$ cat config.mk
export PLATFORM = sky130hd
export DESIGN_NAME = rip_load_store_unit_flat
export DESIGN_NICKNAME = d
export VERILOG_FILES = /design/src/rtl/rip_load_store_unit_pkg.sv /design/src/rtl/rip_load_store_unit_if.sv /design/src/rtl/rip_load_store_unit_align.sv /design/src/rtl/rip_load_store_unit.sv /design/src/flat_wrapper.sv
export SDC_FILE = /design/constraint.sdc
export NUM_CORES = 1
export LEC_CHECK = 0
export ABC_AREA = 1
export CORE_MARGIN = 3
export CORE_UTILIZATION = 46
export DETAILED_ROUTE_END_ITERATION = 12
export GPL_ROUTABILITY_DRIVEN = 0
export GPL_TIMING_DRIVEN = 1
export MAX_ROUTING_LAYER = met4
export PLACE_DENSITY_LB_ADDON = 0.08
export REMOVE_ABC_BUFFERS = 1
export SYNTH_ARGS = -nofsm -noshare
export SYNTH_HDL_FRONTEND = slang
export SYNTH_SLANG_ARGS = --single-unit
$ cat constraint.sdc
create_clock -name clk -period 1.7 [get_ports clk]
set_input_delay 0.17 -clock clk [delete_from_list [all_inputs] [get_ports clk]]
set_output_delay 0.17 -clock clk [all_outputs]
set_load 0.01 [all_outputs]
$ cat src/rtl/rip_load_store_unit_pkg.sv
// -----------------------------------------------------------------------------
// rip_load_store_unit_pkg
// Shared constants and types for the rip memory stage.
//   B_WIDTH / W_WIDTH : byte and word widths
//   lsu_state_e       : load/store unit FSM states
//   F3_*              : RV32 load/store funct3 size encodings
//   lsu_misaligned()  : alignment check for a funct3 / address-low-bits pair
// -----------------------------------------------------------------------------
package rip_load_store_unit_pkg;

    localparam int B_WIDTH = 8;
    localparam int W_WIDTH = 32;

    typedef enum logic [1:0] {
        IDLE = 2'd0,
        REQ  = 2'd1,
        RESP = 2'd2,
        EXC  = 2'd3
    } lsu_state_e;

    localparam logic [2:0] F3_B  = 3'b000;
    localparam logic [2:0] F3_H  = 3'b001;
    localparam logic [2:0] F3_W  = 3'b010;
    localparam logic [2:0] F3_BU = 3'b100;
    localparam logic [2:0] F3_HU = 3'b101;

    // Reserved encodings (011, 110, 111) are reported as misaligned so they
    // never reach memory.
    function automatic logic lsu_misaligned(input logic [2:0] funct3,
                                            input logic [1:0] addr_lo);
        logic bad;
        bad = 1'b1;
        case (funct3)
            F3_B, F3_BU: bad = 1'b0;
            F3_H, F3_HU: bad = addr_lo[0];
            F3_W:        bad = (addr_lo != 2'b00);
            default:     bad = 1'b1;
        endcase
        return bad;
    endfunction

endpackage

$ cat src/rtl/rip_load_store_unit_if.sv
// -----------------------------------------------------------------------------
// Interfaces of the load/store unit.
//
// rip_lsu_req_if : upstream issue + result bus.
//   Handshake: a request is taken at the rising edge where req_valid=1 and
//   lsu_busy=0. While lsu_busy=1 the request is ignored and upstream holds it.
//   done is a one-cycle pulse per transaction; load_we / misalign qualify it.
//   master = pipeline (drives req_*), slave = load/store unit.
//
// rip_lsu_mem_if : data port of rip_memory_management_unit.
//   Handshake: a request (mem_re or any mem_we bit) is held stable while
//   mem_busy=1 and is accepted at the rising edge where mem_busy=0.
//   mem_dout is valid the cycle after acceptance.
//   master = load/store unit, slave = MMU.
// -----------------------------------------------------------------------------
interface rip_lsu_req_if #(
    parameter int ADDR_WIDTH = 32,
    parameter int DATA_WIDTH = 32
);
    logic                  req_valid;
    logic                  req_store;
    logic [2:0]            req_funct3;
    logic [ADDR_WIDTH-1:0] req_addr;
    logic [DATA_WIDTH-1:0] req_wdata;
    logic [4:0]            req_rd;
    logic                  lsu_busy;
    logic                  done;
    logic [DATA_WIDTH-1:0] load_data;
    logic [4:0]            load_rd;
    logic                  load_we;
    logic                  misalign;
    logic [ADDR_WIDTH-1:0] bad_addr;

    modport master (
        output req_valid, req_store, req_funct3, req_addr, req_wdata, req_rd,
        input  lsu_busy, done, load_data, load_rd, load_we, misalign, bad_addr
    );

    modport slave (
        input  req_valid, req_store, req_funct3, req_addr, req_wdata, req_rd,
        output lsu_busy, done, load_data, load_rd, load_we, misalign, bad_addr
    );
endinterface

interface rip_lsu_mem_if #(
    parameter int ADDR_WIDTH = 32,
    parameter int DATA_WIDTH = 32
);
    logic [3:0]            mem_we;
    logic                  mem_re;
    logic [ADDR_WIDTH-1:0] mem_addr;
    logic [DATA_WIDTH-1:0] mem_din;
    logic [DATA_WIDTH-1:0] mem_dout;
    logic                  mem_busy;

    modport master (
        output mem_we, mem_re, mem_addr, mem_din,
        input  mem_dout, mem_busy
    );

    modport slave (
        input  mem_we, mem_re, mem_addr, mem_din,
        output mem_dout, mem_busy
    );
endinterface

$ cat src/rtl/rip_load_store_unit_align.sv
// -----------------------------------------------------------------------------
// rip_lsu_align
// Purely combinational lane logic for the load/store unit.
//   Request side (issue-time values):
//     i_req_funct3, i_req_off, i_req_wdata -> o_req_strobe, o_req_wdata,
//                                             o_req_misalign
//   Load side (latched values + memory read word):
//     i_ld_funct3, i_ld_off, i_ld_rdata    -> o_ld_data
// -----------------------------------------------------------------------------
module rip_lsu_align
    import rip_load_store_unit_pkg::*;
(
    input  logic [2:0]         i_req_funct3,
    input  logic [1:0]         i_req_off,
    input  logic [W_WIDTH-1:0] i_req_wdata,
    output logic [3:0]         o_req_strobe,
    output logic [W_WIDTH-1:0] o_req_wdata,
    output logic               o_req_misalign,
    input  logic [2:0]         i_ld_funct3,
    input  logic [1:0]         i_ld_off,
    input  logic [W_WIDTH-1:0] i_ld_rdata,
    output logic [W_WIDTH-1:0] o_ld_data
);

    logic [W_WIDTH-1:0] w_ld_shift;

    assign o_req_misalign = lsu_misaligned(i_req_funct3, i_req_off);

    // Data is moved into the addressed lane; bytes outside the strobes are
    // don't-care for the MMU.
    assign o_req_wdata = i_req_wdata << {i_req_off, 3'b000};

    // Bits [1:0] select the size; BU/HU stores do not exist, so they fall
    // into the B/H patterns harmlessly (they are never issued as stores).
    always_comb begin
        o_req_strobe = 4'b1111;
        case (i_req_funct3[1:0])
            2'b00:   o_req_strobe = 4'b0001 << i_req_off;
            2'b01:   o_req_strobe = 4'b0011 << i_req_off;
            default: o_req_strobe = 4'b1111;
        endcase
    end

    assign w_ld_shift = i_ld_rdata >> {i_ld_off, 3'b000};

    always_comb begin
        o_ld_data = i_ld_rdata;
        case (i_ld_funct3)
            F3_B:    o_ld_data = {{(W_WIDTH-8){w_ld_shift[7]}}, w_ld_shift[7:0]};
            F3_BU:   o_ld_data = {{(W_WIDTH-8){1'b0}}, w_ld_shift[7:0]};
            F3_H:    o_ld_data = {{(W_WIDTH-16){w_ld_shift[15]}}, w_ld_shift[15:0]};
            F3_HU:   o_ld_data = {{(W_WIDTH-16){1'b0}}, w_ld_shift[15:0]};
            default: o_ld_data = i_ld_rdata;
        endcase
    end

endmodule

$ cat src/rtl/rip_load_store_unit.sv
// -----------------------------------------------------------------------------
// rip_load_store_unit
// Memory stage of the rip core: one decoded load/store per transaction,
// driving the data port of rip_memory_management_unit.
//   clk, rstn   : clock, asynchronous active-low reset
//   req_if      : issue request in, load result / exception / done out
//   mem_if      : MMU data port (strobes, read, word address, data, busy)
//   o_dbg_state : current FSM state
// Misaligned or reserved-size accesses are reported without touching memory.
// -----------------------------------------------------------------------------
module rip_load_store_unit
    import rip_load_store_unit_pkg::*;
#(
    parameter int DATA_WIDTH = 32,
    parameter int ADDR_WIDTH = 32
) (
    input  logic          clk,
    input  logic          rstn,
    rip_lsu_req_if.slave  req_if,
    rip_lsu_mem_if.master mem_if,
    output lsu_state_e    o_dbg_state
);

    lsu_state_e            r_state,     w_state_nxt;
    logic                  r_store,     w_store_nxt;
    logic [2:0]            r_funct3,    w_funct3_nxt;
    logic [1:0]            r_off,       w_off_nxt;
    logic [4:0]            r_rd,        w_rd_nxt;
    logic [3:0]            r_mem_we,    w_mem_we_nxt;
    logic                  r_mem_re,    w_mem_re_nxt;
    logic [ADDR_WIDTH-1:0] r_mem_addr,  w_mem_addr_nxt;
    logic [DATA_WIDTH-1:0] r_mem_din,   w_mem_din_nxt;
    logic                  r_done,      w_done_nxt;
    logic                  r_load_we,   w_load_we_nxt;
    logic                  r_misalign,  w_misalign_nxt;
    logic [DATA_WIDTH-1:0] r_load_data, w_load_data_nxt;
    logic [4:0]            r_load_rd,   w_load_rd_nxt;
    logic [ADDR_WIDTH-1:0] r_bad_addr,  w_bad_addr_nxt;

    logic [3:0]            w_req_strobe;
    logic [DATA_WIDTH-1:0] w_req_wdata;
    logic                  w_req_misalign;
    logic [DATA_WIDTH-1:0] w_ld_data;

    rip_lsu_align u_align (
        .i_req_funct3   (req_if.req_funct3),
        .i_req_off      (req_if.req_addr[1:0]),
        .i_req_wdata    (req_if.req_wdata),
        .o_req_strobe   (w_req_strobe),
        .o_req_wdata    (w_req_wdata),
        .o_req_misalign (w_req_misalign),
        .i_ld_funct3    (r_funct3),
        .i_ld_off       (r_off),
        .i_ld_rdata     (mem_if.mem_dout),
        .o_ld_data      (w_ld_data)
    );

    always_comb begin
        w_state_nxt     = r_state;
        w_store_nxt     = r_store;
        w_funct3_nxt    = r_funct3;
        w_off_nxt       = r_off;
        w_rd_nxt        = r_rd;
        w_mem_we_nxt    = r_mem_we;
        w_mem_re_nxt    = r_mem_re;
        w_mem_addr_nxt  = r_mem_addr;
        w_mem_din_nxt   = r_mem_din;
        w_done_nxt      = 1'b0;
        w_load_we_nxt   = 1'b0;
        w_misalign_nxt  = 1'b0;
        w_load_data_nxt = r_load_data;
        w_load_rd_nxt   = r_load_rd;
        w_bad_addr_nxt  = r_bad_addr;

        case (r_state)
            IDLE: begin
                if (req_if.req_valid) begin
                    w_store_nxt  = req_if.req_store;
                    w_funct3_nxt = req_if.req_funct3;
                    w_off_nxt    = req_if.req_addr[1:0];
                    w_rd_nxt     = req_if.req_rd;
                    if (w_req_misalign) begin
                        // Pulse is registered here so it appears one cycle
                        // after issue, while the FSM sits in EXC.
                        w_state_nxt    = EXC;
                        w_done_nxt     = 1'b1;
                        w_misalign_nxt = 1'b1;
                        w_bad_addr_nxt = req_if.req_addr;
                    end else begin
                        w_state_nxt    = REQ;
                        w_mem_addr_nxt = {req_if.req_addr[ADDR_WIDTH-1:2], 2'b00};
                        if (req_if.req_store) begin
                            w_mem_we_nxt  = w_req_strobe;
                            w_mem_din_nxt = w_req_wdata;
                        end else begin
                            w_mem_re_nxt  = 1'b1;
                        end
                    end
                end
            end
            REQ: begin
                // Request stays frozen while the MMU reports busy.
                if (!mem_if.mem_busy) begin
                    w_mem_we_nxt = 4'b0000;
                    w_mem_re_nxt = 1'b0;
                    if (r_store) begin
                        w_state_nxt = IDLE;
                        w_done_nxt  = 1'b1;
                    end else begin
                        w_state_nxt = RESP;
                    end
                end
            end
            RESP: begin
                w_load_data_nxt = w_ld_data;
                w_load_rd_nxt   = r_rd;
                w_done_nxt      = 1'b1;
                w_load_we_nxt   = 1'b1;
                w_state_nxt     = IDLE;
            end
            EXC: begin
                w_state_nxt = IDLE;
            end
            default: begin
                w_state_nxt = IDLE;
            end
        endcase
    end

    always_ff @(posedge clk or negedge rstn) begin
        if (!rstn) begin
            r_state     <= IDLE;
            r_store     <= 1'b0;
            r_funct3    <= 3'b000;
            r_off       <= 2'b00;
            r_rd        <= 5'd0;
            r_mem_we    <= 4'b0000;
            r_mem_re    <= 1'b0;
            r_mem_addr  <= '0;
            r_mem_din   <= '0;
            r_done      <= 1'b0;
            r_load_we   <= 1'b0;
            r_misalign  <= 1'b0;
            r_load_data <= '0;
            r_load_rd   <= 5'd0;
            r_bad_addr  <= '0;
        end else begin
            r_state     <= w_state_nxt;
            r_store     <= w_store_nxt;
            r_funct3    <= w_funct3_nxt;
            r_off       <= w_off_nxt;
            r_rd        <= w_rd_nxt;
            r_mem_we    <= w_mem_we_nxt;
            r_mem_re    <= w_mem_re_nxt;
            r_mem_addr  <= w_mem_addr_nxt;
            r_mem_din   <= w_mem_din_nxt;
            r_done      <= w_done_nxt;
            r_load_we   <= w_load_we_nxt;
            r_misalign  <= w_misalign_nxt;
            r_load_data <= w_load_data_nxt;
            r_load_rd   <= w_load_rd_nxt;
            r_bad_addr  <= w_bad_addr_nxt;
        end
    end

    assign req_if.lsu_busy  = (r_state != IDLE);
    assign req_if.done      = r_done;
    assign req_if.load_data = r_load_data;
    assign req_if.load_rd   = r_load_rd;
    assign req_if.load_we   = r_load_we;
    assign req_if.misalign  = r_misalign;
    assign req_if.bad_addr  = r_bad_addr;

    assign mem_if.mem_we    = r_mem_we;
    assign mem_if.mem_re    = r_mem_re;
    assign mem_if.mem_addr  = r_mem_addr;
    assign mem_if.mem_din   = r_mem_din;

    assign o_dbg_state      = r_state;

endmodule

$ cat src/flat_wrapper.sv
// flat-port wrapper written by rule: the top's interface ports become plain ports
module rip_load_store_unit_flat import rip_load_store_unit_pkg::*;
#(
    parameter int DATA_WIDTH = 32,
    parameter int ADDR_WIDTH = 32
)
  (clk, rstn, o_dbg_state, req_if_req_valid, req_if_req_store, req_if_req_funct3, req_if_req_addr, req_if_req_wdata, req_if_req_rd, req_if_lsu_busy, req_if_done, req_if_load_data, req_if_load_rd, req_if_load_we, req_if_misalign, req_if_bad_addr, mem_if_mem_we, mem_if_mem_re, mem_if_mem_addr, mem_if_mem_din, mem_if_mem_dout, mem_if_mem_busy);
  rip_lsu_req_if #(.ADDR_WIDTH(ADDR_WIDTH), .DATA_WIDTH(DATA_WIDTH)) req_if_i ();
  rip_lsu_mem_if #(.ADDR_WIDTH(ADDR_WIDTH), .DATA_WIDTH(DATA_WIDTH)) mem_if_i ();
  input  logic clk;
  input  logic rstn;
  output lsu_state_e o_dbg_state;
  input wire logic [$bits(req_if_i.req_valid)-1:0] req_if_req_valid;
  input wire logic [$bits(req_if_i.req_store)-1:0] req_if_req_store;
  input wire logic [$bits(req_if_i.req_funct3)-1:0] req_if_req_funct3;
  input wire logic [$bits(req_if_i.req_addr)-1:0] req_if_req_addr;
  input wire logic [$bits(req_if_i.req_wdata)-1:0] req_if_req_wdata;
  input wire logic [$bits(req_if_i.req_rd)-1:0] req_if_req_rd;
  output wire logic [$bits(req_if_i.lsu_busy)-1:0] req_if_lsu_busy;
  output wire logic [$bits(req_if_i.done)-1:0] req_if_done;
  output wire logic [$bits(req_if_i.load_data)-1:0] req_if_load_data;
  output wire logic [$bits(req_if_i.load_rd)-1:0] req_if_load_rd;
  output wire logic [$bits(req_if_i.load_we)-1:0] req_if_load_we;
  output wire logic [$bits(req_if_i.misalign)-1:0] req_if_misalign;
  output wire logic [$bits(req_if_i.bad_addr)-1:0] req_if_bad_addr;
  output wire logic [$bits(mem_if_i.mem_we)-1:0] mem_if_mem_we;
  output wire logic [$bits(mem_if_i.mem_re)-1:0] mem_if_mem_re;
  output wire logic [$bits(mem_if_i.mem_addr)-1:0] mem_if_mem_addr;
  output wire logic [$bits(mem_if_i.mem_din)-1:0] mem_if_mem_din;
  input wire logic [$bits(mem_if_i.mem_dout)-1:0] mem_if_mem_dout;
  input wire logic [$bits(mem_if_i.mem_busy)-1:0] mem_if_mem_busy;
  assign req_if_i.req_valid = req_if_req_valid;
  assign req_if_i.req_store = req_if_req_store;
  assign req_if_i.req_funct3 = req_if_req_funct3;
  assign req_if_i.req_addr = req_if_req_addr;
  assign req_if_i.req_wdata = req_if_req_wdata;
  assign req_if_i.req_rd = req_if_req_rd;
  assign req_if_lsu_busy = req_if_i.lsu_busy;
  assign req_if_done = req_if_i.done;
  assign req_if_load_data = req_if_i.load_data;
  assign req_if_load_rd = req_if_i.load_rd;
  assign req_if_load_we = req_if_i.load_we;
  assign req_if_misalign = req_if_i.misalign;
  assign req_if_bad_addr = req_if_i.bad_addr;
  assign mem_if_mem_we = mem_if_i.mem_we;
  assign mem_if_mem_re = mem_if_i.mem_re;
  assign mem_if_mem_addr = mem_if_i.mem_addr;
  assign mem_if_mem_din = mem_if_i.mem_din;
  assign mem_if_i.mem_dout = mem_if_mem_dout;
  assign mem_if_i.mem_busy = mem_if_mem_busy;
  rip_load_store_unit #(.DATA_WIDTH(DATA_WIDTH), .ADDR_WIDTH(ADDR_WIDTH)) u_core (.clk(clk), .rstn(rstn), .req_if(req_if_i), .mem_if(mem_if_i), .o_dbg_state(o_dbg_state));
endmodule
After elaboration in Yosys (flattened, before gate mapping). Cells that the tools add are included.

Register bits after elaboration: 152. Bits of input ports: 109. Output and inout port bits: 144. Word-level logic and storage cells: 78.

Eq/ne operators: 16. Shift-type cells: 4. Mux-type cells: 25. Bitwise gates (word level): 1. Reductions and logical operators: 17.

Operators by type and width (count): $pmux W32 S4 (1); $shl A32 B5 Y32 (1); $shr A32 B5 Y16 (1); $mux W4 (4); $pmux W4 S2 (2); $eq A3 B3 Y1 const B (4); $mux W1 (10); $ne A2 B2 Y1 const B (5); $reduce_and A5 Y1 (2); $mux W2 (4); $eq A3 B1 Y1 const B (2); $logic_not A3 Y1 (2); $pmux W1 S3 (2); $pmux W2 S3 (1); $reduce_and A3 Y1 (2); $reduce_bool A2 Y1 (3); $reduce_or A2 Y1 (3); $eq A2 B1 Y1 const B (2); $eq A2 B2 Y1 const B (2); $logic_not A2 Y1 (2); $reduce_and A2 Y1 (2); $reduce_and A4 Y1 (1); $shl A1 B2 Y4 const A (1); $shl A2 B2 Y4 const A (1); other kinds (3) (3).

Logic depth before layout (Yosys ltp). Gate-level depths: netlist of the first run.

Depth in word-level cells: 6. Mapped depth: 11. Depth with buffers taken out: 9.

By module. Synthesis of the first run repeated with hierarchy kept, for this count alone.

Cell total of the unflattened synthesis: 935. Area total of the unflattened synthesis: 7354.6 sq um.

By module, submodules not included: rip_load_store_unit (instances 1, cells an instance 631, area an instance 5958.2 sq um, seq. area each 3803.6 sq um); rip_lsu_align (instances 1, cells an instance 304, area an instance 1396.3 sq um, seq. area each 0.0 sq um).

Worst setup path before layout of the first run. OpenSTA, ideal clock, no wires.

Kind: reg2reg. Start: reg u_core.r_state[1] (netlist: u_core.o_dbg_state[1]). End: reg u_core.r_mem_addr[28] (netlist: u_core.mem_if.mem_addr[28]). Setup time: 0.123 ns. Arrival: 1.310 ns. Required time: 1.577 ns. Path slack: 0.267 ns. Cell stages (with the launch flop): 7. Clock period less this slack: 1.433 ns. Cell sequence: dfrtp_1 > nor2_2 > nand2_2 > buf_2 > clkbuf_1 > o21ai_0 > nand2_1.

Word-level cells in the longest chain between the ends: 2.

RTL lines: start, declared (RTL line rip_load_store_unit.sv:24) `lsu_state_e r_state, w_state_nxt;`; start signal, assigned (RTL line rip_load_store_unit.sv:148) `r_state <= w_state_nxt;`; $logic_not A2 Y1 (RTL line rip_load_store_unit.sv:75) `case (r_state)`; $reduce_and A3 Y1 (no line); end signal, assigned (RTL line rip_load_store_unit.sv:155) `r_mem_addr <= w_mem_addr_nxt;`; end, declared (RTL line rip_load_store_unit.sv:31) `logic [ADDR_WIDTH-1:0] r_mem_addr, w_mem_addr_nxt;`.

No other way between the ends. A chain may end at the register's enable or synchronous reset.

Worst setup path after layout of the first run.
Start: reg u_core.r_state[0] (netlist: u_core.o_dbg_state[0]). End: out o_dbg_state[0].

RTL lines: end, declared (RTL line flat_wrapper.sv:12) `output lsu_state_e o_dbg_state;`.

No word-level cell between the ends.

==> metrics.txt, run 1 <==
synth top area cells dfrtp_1 (52%), nand2_1 (18%), o21ai_0 (5.9%); Worst EP arrival 1470 ps; Initial Utilization 0.4755; I/O pin cnt 253; area leader, netlist dfrtp_1; H-Tree Level Count 4; met2 wire length 10290 um; TritonCTS clock tree built; Root Buffer clkbuf_16; Yosys Warn Count 0; HPWL after DPL 15610 um; TritonCTS buffer count 17; maximum fanout along the worst path 3; Worst Tran Pin Value 509.1 ps; ys flop type dfrtp_1; WL final 21840 um; cells after synthesis 941; core area 15430 um2; Inst Count DP 1395; drt drc 0; initial antenna violation count 0; pin count of the biggest net entering global routing 50; full die area 17500 um2; crit path buf inv count 1; Fin. Hold Viols 0; post-synthesis cell type count 29; minimum clock period 1640 ps; # rows 45; Congestion Overflow GR 0; cell with the most instances after synthesis nand2_1; Max stage delay on crit path 620 ps; First-pass DRT Iterations 5; leakage 0.005226 uW; FILL cells 1288; via count 7164; Slew Limit Fails 0; Worst setup endpoint o_dbg_state[0]; reg2reg path depth 7; Synth Register Bits 152; Critical Path Slowest Stage Cell clkdlybuf4s50_1; Critical Path RT 1530 ps; Max-slew headroom 0.6583; worst min path class in2async; status finished clean; PortBufs 250; IR Drop Worst-Case VDD 0.9787 mV; Sequential Power Share 0.325; Critical R2R Capture u_core.req_if.load_data[30]; routed length on met1 9362 um; Clock power frac 0.197; Die Y 132.3 um; via/cell ratio 5.010; instance count on the critical path 1; diodes inserted 0; pwr dens 1773 nW/um2; Critical Path Source u_core.o_dbg_state[0]; clk_lat worst skew 420 ps; Setup CP Type reg2out; cell family with most CP delay buffers and inverters; Overall Global Routing Usage 0.2590; crit-path cells clkdlybuf4s50_1; first-pass GRT wire length 35620 um; ys async rst share 1.000; number of global-route vias before repair 7001; top-area cell type share of the netlist area 0.5185; fmax 0.6098 GHz; Sw Pwr 7200 uW; Sink Count 152; uppermost routed layer met4; Finished Layout Cells 1430; sequential area share after synthesis 0.5185; chip width 132.3 um; clock slew at reported path FFs 70 ps; nets 1315; final setup fails 0; CP endpoint kind output port; sw frac 0.3710; Final period util 0.9646; Cell Area, Synth 7336 um2; R2R Path Start u_core.r_off[1]; Pwr Total 19410 uW; drt initial violations 469; MaxCap Viol Count 0; power share of the combinational group 0.479; Mean Syn Cell Area 7.796 um2; RSZ-0062 raised after global routing no; P_int 12210 uW; Post-synth EDFFs 0; crit path launch type flop; Layout area overhead 49.22%; ANT nets after route 0; drt wl/cell 15.27 um; Final Skew 7.405 ps; Reg2Reg Setup Slack 190 ps; fraction of layout cells with a size suffix above 1 0.1017; metal3 WL 1685 um; CTS Buffer Depth 2; Synth top cells by count nand2_1 (350), dfrtp_1 (152), o21ai_0 (86), nand3_1 (62), inv_1 (52)
## through the flow
step / setup TNS, ps / hold slack [ps] / worst slack [ps] / cell area (um2) / util
2_1_floorplan: -36010 / -125.6 / -597.8 / 7015 / -
3_3_place_gp: -502.4 / 149.3 / -59.66 / 10320 / 0.6687
3_5_place_dp: -1739 / 144.0 / -95.00 / 10320 / 0.6687
4_1_cts: 0 / 258.6 / 17.92 / 10920 / 0.7081
5_1_grt: 0 / 274.0 / 17.12 / 10950 / 0.7096
6_report: 0 / 257.5 / 60.14 / 10950 / 0.7096
## how the worst min path moves through the flow
stage | start | end | slack [ps] | depth (start not counted)
final | rstn | u_core.req_if.load_rd[0] | 260 | 2
after global routing | rstn | u_core.req_if.load_rd[0] | 270 | 2
after CTS | rstn | u_core.req_if.load_rd[0] | 260 | 2
after detailed placement | rstn | u_core.req_if.load_rd[0] | 140 | 1
after global placement | rstn | u_core.r_rd[0] | 150 | 1
after floorplan | rstn | u_core.mem_if.mem_addr[10] | -130 | 0
## cell usage in the layout, fill, tap and decap left out, types with 2 or more instances in the layout
cell type / count
buf_12: 12
o21ai_0: 86
clkinv_4: 4
mux2i_1: 3
nand4_1: 2
nor2_1: 29
nor2_2: 2
dfrtp_1: 151
nor2_4: 3
inv_1: 52
o21ai_1: 50
nand2_4: 3
a21oi_1: 42
bufinv_16: 2
or2_2: 21
inv_2: 4
clkdlybuf4s50_1: 247
nand2_2: 3
clkinv_1: 2
nand3_1: 62
inv_6: 4
o211ai_1: 3
or2_1: 6
clkbuf_16: 17
conb_1: 2
buf_4: 41
a31oi_1: 3
clkinvlp_4: 3
nand2_1: 350
## kinds of logic after synthesis
group	count (synthesis)	share of synthesized area
simple gates	483	0.2751
mux	3	0.004094
other cells	1	0.0005112
compound gates	184	0.1271
buf+inv	118	0.07471
flops	152	0.5185
## layer usage
| layer | vias up | global-route usage |
|---|---|---|
| li1 | 3539 | - |
| met2 | 247 | 0.4005 |
| met1 | 3341 | 0.3260 |
| met3 | 37 | 0.08206 |
| met4 | 0 | 0.08487 |
| met5 | - | - |
## flip-flops by register name (all words and copies together), names as in the netlist
name / count
u_core.req_if.load_rd: 5
u_core.mem_if.mem_din: 32
u_core.o_dbg_state: 2
u_core.mem_if.mem_addr: 30
u_core.r_rd: 5
u_core.req_if.done: 1
u_core.r_funct3: 3
u_core.mem_if.mem_we: 4
u_core.req_if.misalign: 1
u_core.req_if.load_we: 1
u_core.mem_if.mem_re: 1
u_core.r_off: 2
u_core.req_if.bad_addr: 32
u_core.r_store: 1
u_core.req_if.load_data: 32
## power groups by stage
stage	clock (uW)	combinational [uW]	sequential [uW]
floorplan	0	3230	7050
global placement	0	9130	6300
detailed placement	0	9290	6300
CTS	3890	9330	6320
global route	4050	10200	6520
finish	3820	9290	6300
## layout make-up
| cell class | count | area [um2] | area share |
|---|---|---|---|
| Clock buffer | 18 | 429.2 | 0.03920 |
| Sequential cell | 152 | 3805 | 0.3476 |
| Clock inverter | 14 | 163.9 | 0.01497 |
| Multi-Input combinational cell | 672 | 2998 | 0.2739 |
| Timing Repair Buffer | 304 | 3063 | 0.2798 |
| Inverter | 59 | 224.0 | 0.02046 |
| Tap cell | 211 | 264.0 | 0.02412 |
## repair_timing
item,CTS,global route
gates cloned,0,0
hold buffers,1,0
resized for setup,3,2
endpoints found under the hold margin,39,0
endpoints found under the setup margin,2,8
buffers inserted,0,2
No activity file was read; power rests on OpenSTA's default activity.
==> run 2, diff against run 1 <==
- CTS_CLUSTER_DIAMETER: unset -> 150
==> results of run 2 <==
Final layout, timing and power as in run 1 (identical DEF).
